[config.mk]
export PLATFORM = sky130hd
export DESIGN_NAME = pipe_mem_arbiter
export DESIGN_NICKNAME = d
export VERILOG_FILES = /design/src/rtl/pipe_mem_arbiter.sv
export SDC_FILE = /design/constraint.sdc
export NUM_CORES = 1
export LEC_CHECK = 0
export ABC_AREA = 0
export CORE_UTILIZATION = 35
export CTS_BUF_LIST = sky130_fd_sc_hd__clkbuf_8
export CTS_CLUSTER_DIAMETER = 60
export DETAILED_ROUTE_END_ITERATION = 8
export PLACE_DENSITY = 0.8
export SYNTH_ARGS = -nofsm -noshare
export SYNTH_HDL_FRONTEND = slang
export SYNTH_SLANG_ARGS = --single-unit
export TNS_END_PERCENT = 20
[constraint.sdc]
create_clock -name clk -period 2.48 [get_ports clk]
set_clock_uncertainty 0.1 [all_clocks]
set_input_delay 0.372 -clock clk [delete_from_list [all_inputs] [get_ports clk]]
set_output_delay 0.372 -clock clk [all_outputs]
set_load 0.01 [all_outputs]
[src/rtl/pipe_mem_arbiter.sv]
// pipe_mem_arbiter: shares one single-port memory between fetch and MEM stage.
// Serialises accesses, drives the pipeline stall, and flags a hung bus.
module pipe_mem_arbiter #(
    parameter int AW      = 32,
    parameter int DW      = 32,
    parameter int TIMEOUT = 64
) (
    input  logic          clk,
    input  logic          rst_n,
    input  logic          if_req,
    input  logic [AW-1:0] if_addr,
    output logic [DW-1:0] if_rdata,
    input  logic          mem_rd,
    input  logic          mem_wr,
    input  logic [AW-1:0] mem_addr,
    input  logic [DW-1:0] mem_wdata,
    output logic [DW-1:0] mem_rdata,
    output logic          stall,
    output logic          bus_err,
    output logic          ram_req,
    output logic          ram_we,
    output logic [AW-1:0] ram_addr,
    output logic [DW-1:0] ram_wdata,
    input  logic [DW-1:0] ram_rdata,
    input  logic          ram_ack
);

    localparam int CW = (TIMEOUT > 1) ? $clog2(TIMEOUT) : 1;
    localparam logic [CW-1:0] CNT_LAST = CW'(TIMEOUT - 1);

    typedef enum logic [1:0] {
        IDLE,
        MEM_BUSY,
        IF_BUSY,
        ERR
    } state_t;

    state_t        state_q, state_d;
    logic          req_q, req_d;
    logic          we_q, we_d;
    logic [AW-1:0] addr_q, addr_d;
    logic [DW-1:0] wdata_q, wdata_d;
    logic [DW-1:0] if_rdata_q, if_rdata_d;
    logic [DW-1:0] mem_rdata_q, mem_rdata_d;
    logic          err_q, err_d;
    logic          if_done_q, if_done_d;
    logic          mem_done_q, mem_done_d;
    logic [CW-1:0] cnt_q, cnt_d;

    logic          mem_pend;
    logic          mem_need;
    logic          if_need;

    // Outstanding work this cycle group; MEM is the older instruction.
    always_comb begin
        mem_pend = mem_rd | mem_wr;
        mem_need = mem_pend & ~mem_done_q;
        if_need  = if_req & ~if_done_q;
        stall    = mem_need | if_need | err_q;
    end

    // Next-state and next register values for the arbiter FSM.
    always_comb begin
        state_d     = state_q;
        req_d       = req_q;
        we_d        = we_q;
        addr_d      = addr_q;
        wdata_d     = wdata_q;
        if_rdata_d  = if_rdata_q;
        mem_rdata_d = mem_rdata_q;
        err_d       = err_q;
        if_done_d   = if_done_q;
        mem_done_d  = mem_done_q;
        cnt_d       = cnt_q;

        unique case (state_q)
            IDLE: begin
                if (mem_need) begin
                    state_d = MEM_BUSY;
                    req_d   = 1'b1;
                    we_d    = mem_wr;
                    addr_d  = mem_addr;
                    wdata_d = mem_wr ? mem_wdata : '0;
                    cnt_d   = '0;
                end else if (if_need) begin
                    state_d = IF_BUSY;
                    req_d   = 1'b1;
                    we_d    = 1'b0;
                    addr_d  = if_addr;
                    wdata_d = '0;
                    cnt_d   = '0;
                end
            end
            MEM_BUSY, IF_BUSY: begin
                if (ram_ack) begin
                    req_d   = 1'b0;
                    state_d = IDLE;
                    if (state_q == MEM_BUSY) begin
                        mem_done_d = 1'b1;
                        if (!we_q) begin
                            mem_rdata_d = ram_rdata;
                        end
                    end else begin
                        if_done_d  = 1'b1;
                        if_rdata_d = ram_rdata;
                    end
                end else if (cnt_q == CNT_LAST) begin
                    req_d   = 1'b0;
                    err_d   = 1'b1;
                    state_d = ERR;
                end else begin
                    cnt_d = cnt_q + 1'b1;
                end
            end
            ERR: begin
                req_d = 1'b0;
            end
        endcase

        // Pipeline advances: the next cycle group starts with fresh flags.
        if (!stall) begin
            if_done_d  = 1'b0;
            mem_done_d = 1'b0;
        end
    end

    // State and bus registers; reset abandons any access in flight.
    always_ff @(posedge clk or negedge rst_n) begin
        if (!rst_n) begin
            state_q     <= IDLE;
            req_q       <= 1'b0;
            we_q        <= 1'b0;
            addr_q      <= '0;
            wdata_q     <= '0;
            if_rdata_q  <= '0;
            mem_rdata_q <= '0;
            err_q       <= 1'b0;
            if_done_q   <= 1'b0;
            mem_done_q  <= 1'b0;
            cnt_q       <= '0;
        end else begin
            state_q     <= state_d;
            req_q       <= req_d;
            we_q        <= we_d;
            addr_q      <= addr_d;
            wdata_q     <= wdata_d;
            if_rdata_q  <= if_rdata_d;
            mem_rdata_q <= mem_rdata_d;
            err_q       <= err_d;
            if_done_q   <= if_done_d;
            mem_done_q  <= mem_done_d;
            cnt_q       <= cnt_d;
        end
    end

    assign ram_req   = req_q;
    assign ram_we    = we_q;
    assign ram_addr  = addr_q;
    assign ram_wdata = wdata_q;
    assign if_rdata  = if_rdata_q;
    assign mem_rdata = mem_rdata_q;
    assign bus_err   = err_q;

endmodule

==> reports/summary.json <==
{
  "worst_setup_hold_path_clk_slew_ns": 0.08,
  "die_footprint_um2": 16910,
  "slowest_delay_ns": 0.48,
  "run_status": "finished, final reports clean",
  "cp-end-kind": "output pin",
  "cpMaxStageDelayCell": "sky130_fd_sc_hd__clkdlybuf4s50_1",
  "routed_wl_um": 15880,
  "hold_ws_ns": 0.3661,
  "design.final.nets": 833,
  "initialDrtViolationCount": 165,
  "number_of_global_route_vias_before_repair": 4815,
  "tritoncts_clock_tree": "done",
  "post_synth_num_cell_types": 34,
  "timing.max_cap.violations": 0,
  "fp-row-count": 46,
  "synth_nets": 562,
  "unrepaired_setup_endpoints_after_global_routing": "false",
  "layout-drive-gt1-share": 0.1615,
  "timing.reg2reg.setup_slack_ns": 0.46,
  "die_y_um": 130.0,
  "clock_latency_on_the_worst_skew_pair_ns": 0.43,
  "syn-mean-instance-area_um2": 13.59,
  "inserted_diodes": 0,
  "detail_route.wl_per_cell_um": 17.22,
  "synth_warnings": 0,
  "detail_route.vias_per_cell": 4.800,
  "place.detailed.hpwl_um": 11730,
  "firstDrtPassIters": 4,
  "die_width_um": 130.0,
  "area_delta_synth_final_pct": 58.32,
  "min_path_type": "input pin to async pin",
  "slew_at_the_pin_closest_to_its_max_slew_limit_ns": 0.5330,
  "drv_slew": 0,
  "first_element_of_the_critical_path": "mem_done_q",
  "ys_ff_latch": 141,
  "cts-root-buf": "sky130_fd_sc_hd__clkbuf_8",
  "cts-htree-levels": 4,
  "grt.total_usage": 0.1896,
  "effective_utilization_at_floorplan": 0.3598,
  "vias": 4426,
  "max-clock-path-buffers": 2,
  "reg2reg_to": "if_rdata[20]",
  "grt_first_pass_wirelength_um": 24240,
  "number_of_nets_with_antenna_violations_after_routing": 0,
  "boundaryPins": 266,
  "drcViolationCount": 0,
  "hold_viol": 0,
  "grt-ovfl-total": 0,
  "crit_path_max_fanout": 3,
  "numCtsBuffers": 17,
  "synthCells": 422,
  "criticalPathCategory": "register to output pin",
  "layout_worst_path_cycle_share": 0.9005,
  "finalPower_mw": 11.80,
  "worstPathCellList": "o21bai_4, nand2_1, nor2_1, inv_1, clkdlybuf4s50_1",
  "ys_seq_area_frac": 0.6150,
  "antenna_found_initial": 0,
  "core_um2": 15940,
  "clock_sink_count": 141,
  "timing.max_slew.rel_slack": 0.6447,
  "port-buffer-count": 265,
  "setup.worst_path.start_class": "register",
  "leading_cell_type_in_the_layout_fill_and_taps_excluded": "sky130_fd_sc_hd__clkdlybuf4s50_1",
  "multiInputGateArea_um2": 2042,
  "period_minus_slack_ns": 2.233,
  "critical_path_arrival_ns": 1.76,
  "cellPowerDensity_nw_per_um2": 1299,
  "setup_viol": 0,
  "worstReg2RegStart": "state_q[0]",
  "postCtsResizedCells": 0,
  "netlist_area_before_placement_um2": 5737,
  "place.gp.congestion": 0.8115,
  "layout_common_cells": "sky130_fd_sc_hd__clkdlybuf4s50_1, sky130_fd_sc_hd__dfrtp_1, sky130_fd_sc_hd__mux2_2",
  "leakage_nw": 3.912,
  "maximum_number_of_pins_on_one_net_before_global_route_repair": 65,
  "n_fill_cell": 1332,
  "clock.fmax_mhz": 447.8,
  "sequential_cell_area_um2": 3528,
  "worst_ep_required_time_ns": 2.01,
  "totalNegativeSetupSlack_ns": 0,
  "timing.reg2reg.worst_path_depth": 5,
  "max-vdd-ir-drop_mv": 0.6268
}
worst max path at each step:
stage / to / slack [ns] / cells past startpoint
after global placement: stall / 0.27 / 6
after detailed placement: ram_addr[19] / 0.17 / 6
after CTS: stall / 0.19 / 5
after floorplan: if_rdata[0] / 0.69 / 5
after global routing: stall / 0.11 / 5
final: stall / 0.25 / 5
where the power goes:
part           internal [mW]  switching, mW  leakage (nW)
Clock                   1.05          0.902         0.210
Combinational           3.35           2.42          1.96
Sequential              3.44          0.635          1.74
flip-flops by register name (all words and copies together), names as in the netlist, 2 cells and up:
signal     flops
mem_rdata     32
cnt_q          6
if_rdata      32
ram_wdata     32
ram_addr      32
state_q        2
critical path, delay by kind of cell, from the launching register on:
| family | cells | cell delay (ns) |
|---|---|---|
| flops | 1 | 0.40 |
| compound gates | 1 | 0.14 |
| simple gates | 2 | 0.24 |
| buf+inv | 2 | 0.55 |
repair_timing:
item / 4_1_cts / 5_1_grt
hold endpoints to repair: 54 / 0
endpoints found under the setup margin: 0 / 0
hold buffers: 1 / 0
setup buffers: 0 / 0
per-stage QoR:
step                setup WS (ns)  cells  utilization  instance area [um^2]
floorplan                  0.6912    422            -                  5737
global placement           0.2747    889       0.5423                  8646
CTS                        0.1928    922       0.5697                  9082
global route               0.1132    922       0.5697                  9082
detailed placement         0.1689    889       0.5423                  8646
finish                     0.2469    922       0.5697                  9082
logic make-up after synthesis:
kind of cell | Yosys count | synth area share
AOI/OAI and AO/OA | 88 | 0.1095
buffers and inverters | 30 | 0.02944
muxes | 98 | 0.1856
adders and majority gates | 6 | 0.01309
DFF | 141 | 0.6150
and+or+nand+nor | 59 | 0.04733
cell usage after synthesis (all sizes together):
cell	instances	area share
o31ai	1	0.0013
o22a	1	0.0015
a41oi	1	0.0015
a32oi	1	0.0015
a21oi	9	0.0079
inv	5	0.0033
nand3b	2	0.0026
nand4b	1	0.0015
nand2	35	0.023
a31oi	3	0.0059
o21ai	33	0.029
and3	1	0.0011
a31o	1	0.0015
mux2i	31	0.054
clkbuf	6	0.0039
dfrtp	141	0.62
nor2	5	0.0033
nand4	2	0.0022
nand3	8	0.0070
o32a	1	0.0017
nand2b	4	0.0057
ha	6	0.013
o21bai	1	0.0033
a22o	32	0.049
buf	19	0.022
a21o	3	0.0039
mux2	67	0.13
a21bo	1	0.0017
nor2b	1	0.0011
layout make-up:
cell class	instances	share of cell area
repair buffers	277	0.3079
flip-flops and latches	141	0.3885
inverters	5	0.002066
well taps	216	0.02976
multi-input cells	251	0.2248
clock buffers	19	0.02879
clock inverters	13	0.01818
routing by layer:
| layer | GRT usage | share of wire | routed length (um) | up-vias |
|---|---|---|---|---|
| met5 | 0 | 0 | 0 | - |
| met4 | 0.08208 | 0.021 | 326 | 0 |
| met3 | 0.04961 | 0.051 | 814 | 21 |
| met2 | 0.3542 | 0.55 | 8657 | 148 |
| met1 | 0.1996 | 0.38 | 6078 | 2205 |
| li1 | - | - | - | 2052 |
(Power assumes the default switching activity.)
